[src/rtl/pwm_capture_pkg.sv]
// Shared types and defaults for the PWM period/high-time capture block.
// Optional glitch filter is selected by PWM_CAPTURE_GLITCH_FILTER_EN (see pwm_edge_sync).
package pwm_capture_pkg;

  localparam int CNT_W_DEFAULT = 28;

  typedef enum logic [1:0] {
    IDLE = 2'd0,
    HIGH = 2'd1,
    LOW  = 2'd2
  } state_e;

endpackage

[src/rtl/pwm_edge_sync.sv]
// Synchronizes the asynchronous PWM pin and produces single-cycle rise/fall pulses.
// Define PWM_CAPTURE_GLITCH_FILTER_EN to insert a 3-sample majority filter (+2 cycles latency).
module pwm_edge_sync (
  input  logic int_osc,
  input  logic rst,
  input  logic pwm_in,
  output logic rise,
  output logic fall
);

  logic sync1_q, sync1_d;
  logic sync2_q, sync2_d;
  logic dly_q, dly_d;
  logic lvl;

  always_comb begin
    sync1_d = pwm_in;
    sync2_d = sync1_q;
  end

`ifdef PWM_CAPTURE_GLITCH_FILTER_EN
  logic hist1_q, hist1_d;
  logic hist2_q, hist2_d;
  logic filt_q, filt_d;

  // A one-cycle pulse never occupies two of the three taps at once, so it is dropped.
  always_comb begin
    hist1_d = sync2_q;
    hist2_d = hist1_q;
    filt_d  = (sync2_q & hist1_q) | (sync2_q & hist2_q) | (hist1_q & hist2_q);
  end

  always_ff @(posedge int_osc) begin
    if (rst) begin
      hist1_q <= 1'b0;
      hist2_q <= 1'b0;
      filt_q  <= 1'b0;
    end else begin
      hist1_q <= hist1_d;
      hist2_q <= hist2_d;
      filt_q  <= filt_d;
    end
  end

  assign lvl = filt_q;
`else
  assign lvl = sync2_q;
`endif

  always_comb begin
    dly_d = lvl;
  end

  always_ff @(posedge int_osc) begin
    if (rst) begin
      sync1_q <= 1'b0;
      sync2_q <= 1'b0;
      dly_q   <= 1'b0;
    end else begin
      sync1_q <= sync1_d;
      sync2_q <= sync2_d;
      dly_q   <= dly_d;
    end
  end

  assign rise = lvl & ~dly_q;
  assign fall = ~lvl & dly_q;

endmodule

[src/rtl/pwm_capture.sv]
// PWM period / high-time capture: FSM and saturating measurement counter.
// Glitch filtering is enabled in pwm_edge_sync by defining PWM_CAPTURE_GLITCH_FILTER_EN.
//
// state | meaning
// IDLE  | waiting for a rise to arm a measurement
// HIGH  | pin high, counting high time
// LOW   | pin low, counting rest of period
module pwm_capture
  import pwm_capture_pkg::*;
#(
  parameter int CNT_W = CNT_W_DEFAULT
) (
  input  logic             int_osc,
  input  logic             rst,
  input  logic             en,
  input  logic             pwm_in,
  output logic [CNT_W-1:0] period,
  output logic [CNT_W-1:0] high_time,
  output logic             meas_valid,
  output logic             timeout
);

  localparam logic [CNT_W-1:0] CNT_MAX = '1;
  localparam logic [CNT_W-1:0] CNT_ONE = CNT_W'(1);

  logic rise, fall;

  state_e           state_q, state_d;
  logic [CNT_W-1:0] cnt_q, cnt_d;
  logic [CNT_W-1:0] hi_tmp_q, hi_tmp_d;
  logic [CNT_W-1:0] period_q, period_d;
  logic [CNT_W-1:0] high_time_q, high_time_d;
  logic             valid_q, valid_d;
  logic             timeout_q, timeout_d;

  pwm_edge_sync u_edge_sync (
    .int_osc (int_osc),
    .rst     (rst),
    .pwm_in  (pwm_in),
    .rise    (rise),
    .fall    (fall)
  );

  always_comb begin
    state_d     = state_q;
    cnt_d       = cnt_q;
    hi_tmp_d    = hi_tmp_q;
    period_d    = period_q;
    high_time_d = high_time_q;
    valid_d     = 1'b0;
    timeout_d   = timeout_q;

    if (!en) begin
      state_d = IDLE;
      cnt_d   = '0;
    end else begin
      case (state_q)
        IDLE: begin
          if (rise) begin
            state_d = HIGH;
            cnt_d   = CNT_ONE;
          end
        end
        HIGH: begin
          if (cnt_q == CNT_MAX) begin
            timeout_d = 1'b1;
            state_d   = IDLE;
            cnt_d     = '0;
          end else begin
            cnt_d = cnt_q + CNT_ONE;
            if (fall) begin
              hi_tmp_d = cnt_q;
              state_d  = LOW;
            end
          end
        end
        LOW: begin
          // Saturation wins over a coincident rise so the counter never wraps into a result.
          if (cnt_q == CNT_MAX) begin
            timeout_d = 1'b1;
            state_d   = IDLE;
            cnt_d     = '0;
          end else if (rise) begin
            period_d    = cnt_q;
            high_time_d = hi_tmp_q;
            valid_d     = 1'b1;
            timeout_d   = 1'b0;
            cnt_d       = CNT_ONE;
            state_d     = HIGH;
          end else begin
            cnt_d = cnt_q + CNT_ONE;
          end
        end
        default: begin
          state_d = IDLE;
          cnt_d   = '0;
        end
      endcase
    end
  end

  always_ff @(posedge int_osc) begin
    if (rst) begin
      state_q     <= IDLE;
      cnt_q       <= '0;
      hi_tmp_q    <= '0;
      period_q    <= '0;
      high_time_q <= '0;
      valid_q     <= 1'b0;
      timeout_q   <= 1'b0;
    end else begin
      state_q     <= state_d;
      cnt_q       <= cnt_d;
      hi_tmp_q    <= hi_tmp_d;
      period_q    <= period_d;
      high_time_q <= high_time_d;
      valid_q     <= valid_d;
      timeout_q   <= timeout_d;
    end
  end

  assign period     = period_q;
  assign high_time  = high_time_q;
  assign meas_valid = valid_q;
  assign timeout    = timeout_q;

endmodule
[config.mk]
export PLATFORM = sky130hd
export DESIGN_NAME = pwm_capture
export DESIGN_NICKNAME = d
export VERILOG_FILES = /design/src/rtl/pwm_capture_pkg.sv /design/src/rtl/pwm_edge_sync.sv /design/src/rtl/pwm_capture.sv
export SDC_FILE = /design/constraint.sdc
export NUM_CORES = 1
export LEC_CHECK = 0
export CAP_MARGIN = 20
export CORE_AREA = 2 2 96 98
export CTS_CLUSTER_DIAMETER = 60
export CTS_CLUSTER_SIZE = 40
export DETAILED_ROUTE_END_ITERATION = 12
export DIE_AREA = 0 0 98 100
export PLACE_DENSITY_LB_ADDON = 0.3
export SETUP_SLACK_MARGIN = 0.02
export SLEW_MARGIN = 20
export SYNTH_ARGS = -nofsm -noshare
export SYNTH_HDL_FRONTEND = slang
export SYNTH_HIERARCHICAL = 1
export SYNTH_SLANG_ARGS = --single-unit
[constraint.sdc]
create_clock -name int_osc -period 2.4 [get_ports int_osc]
set_input_delay 0.6 -clock int_osc [delete_from_list [all_inputs] [get_ports int_osc]]
set_output_delay 0.6 -clock int_osc [all_outputs]
set_load 0.005 [all_outputs]
Yosys cells after proc, flatten, opt, wreduce, memory -nomap -nowiden
Cells that the tools add are included.
{"block": "classes", "bitwise": 7, "n_reduce_logical": 7, "eq_ne": 7, "addsub": 1, "n_mux": 15}
{"cell": "28-bit 2-to-1 mux", "n": 4}
{"cell": "28-bit case mux with 3 select lines", "n": 1}
{"cell": "28-bit by 1-bit adder with 28-bit output, second input constant", "n": 1}
{"cell": "28-bit == test, second input constant", "n": 1}
{"cell": "4-bit AND reduction", "n": 3}
{"cell": "2-bit 2-to-1 mux", "n": 4}
{"cell": "3-bit != test, second input constant", "n": 2}
{"cell": "2-bit case mux with 3 select lines", "n": 1}
{"cell": "1-bit inverter", "n": 5}
{"cell": "1-bit 2-to-1 mux", "n": 4}
{"cell": "2-bit != test, second input constant", "n": 2}
{"cell": "4-bit OR reduction", "n": 1}
{"cell": "1-bit bitwise AND", "n": 2}
{"cell": "2-bit by 1-bit == test with 1-bit output, second input constant", "n": 1}
{"cell": "2-bit == test, second input constant", "n": 1}
{"cell": "2-bit logical NOT", "n": 1}
{"cell": "1-bit case mux with 2 select lines", "n": 1}
{"cell": "2-bit nonzero test", "n": 1}
{"cell": "2-bit OR reduction", "n": 1}
{"block": "totals", "register_bits": 119, "output_inout_bits": 58, "input_bits": 4}

Logic depth before layout (Yosys ltp)
{"block": "logic_depth", "ltp_word": 5, "mapped_depth": 8, "depth_no_buf": 6}

Cells and area by module
The synthesis kept the hierarchy.
{"mod": "pwm_capture", "seq_area_each_um2": 2322.2, "cells_per_inst": 501, "area_per_inst_um2": 4539.4, "instances": 1}
{"mod": "pwm_edge_sync", "seq_area_each_um2": 60.1, "cells_per_inst": 8, "area_per_inst_um2": 91.3, "instances": 1}

Least setup slack after synthesis
OpenSTA, ideal clock, no wires.
{"block": "synth_path", "path_kind": "register to register", "startpoint": "register cnt_q[0]", "endpoint": "register period_q[19] (netlist: period[19])", "required_time_ns": 2.272, "stages_incl_launch_ff": 9, "synth_period_minus_slack_ns": 1.900, "n_path_buf": 2, "setup_ns": 0.128, "t_arrival_ns": 1.772, "slack_ns": 0.500, "cell_sequence": "dfxtp_1 -> ha_1 -> nand3_1 -> nor4_4 -> a21oi_2 -> buf_6 -> buf_2 -> mux2i_1 -> nor2_1"}
{"block": "synth_via", "elab_chain_cells": 3}
{"item": "start, declared", "line_no": "pwm_capture.sv:29", "text": "logic [CNT_W-1:0] cnt_q, cnt_d;"}
{"item": "start signal, assigned", "line_no": "pwm_capture.sv:113", "text": "cnt_q <= cnt_d;"}
{"item": "28-bit == test", "line_no": "pwm_capture.sv:79", "text": "if (cnt_q == CNT_MAX) begin"}
{"item": "1-bit inverter (no line)"}
{"item": "4-bit AND reduction (no line)"}
{"item": "end signal, assigned", "line_no": "pwm_capture.sv:115", "text": "period_q <= period_d;"}
{"item": "end, declared", "line_no": "pwm_capture.sv:31", "text": "logic [CNT_W-1:0] period_q, period_d;"}
Every way passes these cells.
A chain may end at the register's enable or synchronous reset.

Worst setup path after layout
{"block": "layout_path", "startpoint": "register cnt_q[1]", "endpoint": "register cnt_q[26]"}
{"block": "layout_via", "elab_chain_cells": 4, "elab_cells_between_ends": 6}
{"item": "28-bit by 1-bit adder with 28-bit output", "line_no": "pwm_capture.sv:70, pwm_capture.sv:91"}
{"item": "28-bit 2-to-1 mux", "line_no": "pwm_capture.sv:83", "text": "end else if (rise) begin"}
{"item": "28-bit 2-to-1 mux", "line_no": "pwm_capture.sv:79"}
{"item": "28-bit case mux with 3 select lines *", "line_no": "pwm_capture.sv:57", "text": "case (state_q)"}
Every way passes the cells marked *; elsewhere a longest branch is shown, timed or not.

==> impl_results.md <==
- Initial Util: 52.1%
- Seq pwr share: ~44%
- RSZ-0062 raised after global routing: false
- Top delay family on crit path: simple AND/OR/NAND/NOR gates
- Drt initial violations: 204
- FP Rows: 35
- Top-count cell post-synth: dfxtp_1
- Clock transition at path regs: 0.06 ns
- Synth top cells by count: dfxtp_1, nor2_1, nand2_1
- Pwr Total: 4.56 mW
- Logic pwr share: 1.8%
- Peak supply drop: 0.492 mV
- Antenna Violating Nets Remaining: 0
- Synth warn: 6
- Vias: 3834
- Sw power: 0.898 mW
- Crit-path slowest cell: or3_1
- Finished Layout Cells: 709
- Max Buffers Root-to-Sink: 2
- Final wirelength: 10500 um
- Post-place setup slack: 0.147 ns
- Fin util: between 60% and 70%
- # clock sinks: about 120
- Die Ht: 100 um
- WHS: 0.449 ns
- Port bufs: 61
- Synth area leader: dfxtp_1
- Fmax: 457 MHz
- Synth area leaders: dfxtp_1, mux2i_1, nor2_1, nand2_1, a21oi_1
- Number of antenna diodes: 0
- Net switching fraction of the power: 19.7%
- Pleak: 2.14 nW
- GRT overflow: 0
- Number of flops mapped to enable cells by yosys: 0
- Pint: 3.66 mW
- Worst Setup End Kind: flip-flop
- Placed Area: 5490 um2
- Residual DRC count: 0
- Crit Path Class: reg -> reg
- Endpoints failing hold: 0
- Hold WC Path Type: reg -> reg
- Final Wtd Congestion: 0.863
- Synth Area per Inst: 9.10 um2
- FFs w/ async S/R, synth: 0%
- Synth-to-layout area growth: 31.4%
- Dpl cells: 678
- #FFs+latches synth: 119
- Vias in the first global route: around 3600
- Global-route total usage across every layer: 23.0%
- CP Buf/Inv Count: 0
- Num CTS Buffers: 17
- Yosys cell types: between 40 and 50
- Worst-margin pin slew: 0.846 ns
- Wirelength per Cell: roughly 15 um
- Startpoint types: flip-flop
- Critical path arrival: 2.58 ns
- Dominant synthesized flop cell: dfxtp_1
- Largest net degree at the start of global routing: 90
- H-tree depth: 4
- FF+latch area: approximately 2400 um2
- Post-route setup slack: roughly 0.21 ns
- Data required time of the worst path: between 2 and 3 ns
- Worst-path fanout max: 6
- 1st-pass router iterations: 5
- Footprint of the multi-input gates: 2120 um2
- Post-DP HPWL: around 7000 um
- Die ar.: between 9000 and 10000 um2
- Clock Tree Root: clkbuf_8
- Final critical-path required period: around 2.2 ns
- Slew Viols, Final: 0
- Post-synthesis sequential area ratio: between 50% and 60%
- Global-route wire length before repair: 18000 um
- Synthesized area: 4630 um2
- Final instance area: 6080 um2
- Cts hold-fix bufs: 0
- Fillers: 688
- Slowest Stage Delay on Critical Path: 0.44 ns
- Max_cap viols: 0
- Core area: between 8000 and 9000 um2
- Top Ports: 62
- Syn Nets: 514
- Part of the power in the clock network: 54.6%
- Nets: 591
- Skew-Pair Late Insertion Delay: 0.51 ns
- Final period util: 91.1%
- Max-slew headroom: 43.6%
- Cell Pwr Density: 749 nW/um2
- Synthesized instance count: 509
- CTS tree: yes
- Fraction of layout cells with a size suffix above 1: 11.0%
- Die Wd: around 98 um
- CP Cell Sequence: ha_1 -> nand3_1 -> or3_1 -> or2_2 -> o31ai_1 -> a31oi_1
- Via density: between 5 and 6
- Setup TNS: 0 ns
- Area share of the largest cell type after synthesis: between 50% and 60%
- Status: finished clean
- Initial antenna violation count: 0
- Setup-violating endpoint count in the final report: 0
- Skew final: 0.00754 ns
-- power groups by stage --
| stage | Clock [mW] | Sequential, mW | Combinational [mW] |
|---|---|---|---|
| finish | 2.49 | 1.98 | 0.0829 |
| global route | 2.62 | 1.98 | 0.0932 |
| CTS | 2.52 | 1.98 | 0.0821 |
| detailed placement | 0 | 2.03 | 0.0816 |
| global placement | 0 | 2.03 | 0.0787 |
| floorplan | 0 | 2.02 | 0.0575 |
-- final timing paths --
path	startpoint	endpoint	slack, ns	cells past startpoint
min	u_edge_sync/sync1_q$_SDFF_PP0_	u_edge_sync/dly_d$_SDFF_PP0_	0.45	1
max reg2reg	cnt_q[1]$_SDFFE_PP0P_	cnt_q[26]$_SDFFE_PP0P_	0.21	6
max	cnt_q[1]$_SDFFE_PP0P_	cnt_q[26]$_SDFFE_PP0P_	0.21	6
min reg2reg	u_edge_sync/sync1_q$_SDFF_PP0_	u_edge_sync/dly_d$_SDFF_PP0_	0.45	1
-- per-layer routing --
| metal | track usage [%] | up-vias | share of wire [%] |
|---|---|---|---|
| li1 | - | 1887 | - |
| met1 | 31.1 | 1787 | 46 |
| met2 | 35.8 | 146 | 46 |
| met3 | 6.27 | 14 | 6.3 |
| met4 | 7.69 | 0 | 1.4 |
| met5 | 0 | - | 0 |
-- cell type report --
type,instances,share of cell area (%)
Multi-Input combinational cell,357,34.8
Inverter,3,0.185
Tap cell,111,2.28
Clock buffer,23,7.67
Sequential cell,119,39.2
Clock inverter,8,2.00
Timing Repair Buffer,88,13.9
-- sequential cells by signal, summed over array words and instances (netlist names) --
| signal | flops |
|---|---|
| timeout | 1 |
| meas_valid | 1 |
| period | 28 |
| u_edge_sync/dly_q | 1 |
| u_edge_sync/dly_d | 1 |
| hi_tmp_q | 28 |
| high_time | 28 |
| cnt_q | 28 |
| u_edge_sync/sync1_q | 1 |
| state_q | 2 |
-- what timing repair did --
item                                    in CTS  in global routing
hold endpoints to repair                     0                  0
resized for setup                            0                  1
setup buffers                                0                  0
endpoints found under the setup margin       0                 16
-- logic make-up (layout without fill, tap and decap cells) --
kind of cell / Yosys count / after routing / synth area share [%]
adder cells (fa/ha/maj): 1 / 1 / 0.270
AO/OA/AOI/OAI: 66 / 66 / 8.35
XOR/XNOR: 18 / 18 / 3.40
buffers and inverters: 33 / 122 / 3.30
AND/OR/NAND/NOR: 216 / 216 / 21.1
multiplexers: 56 / 56 / 12.1
flip-flops: 119 / 119 / 51.4
-- cells in the final DEF, fill, tap and decap left out, drive strengths merged, types with 2 or more instances in the layout --
cell type        n
a32oi            2
mux2i           56
nor3             6
xor2            12
a22o             2
xnor2            6
dfxtp          119
nor2            89
o211ai           2
a21oi           42
clkinv           4
clkdlybuf4s50   60
and4             2
a21o             2
buf             28
and3             3
or2              3
and2             2
nor4             4
nand2b           4
clkbuf          23
bufinv           3
nand2           71
a31oi            7
inv              3
nor2b            9
nand4           11
or3              2
o21ai            2
nand3            9
(Power assumes the default switching activity.)
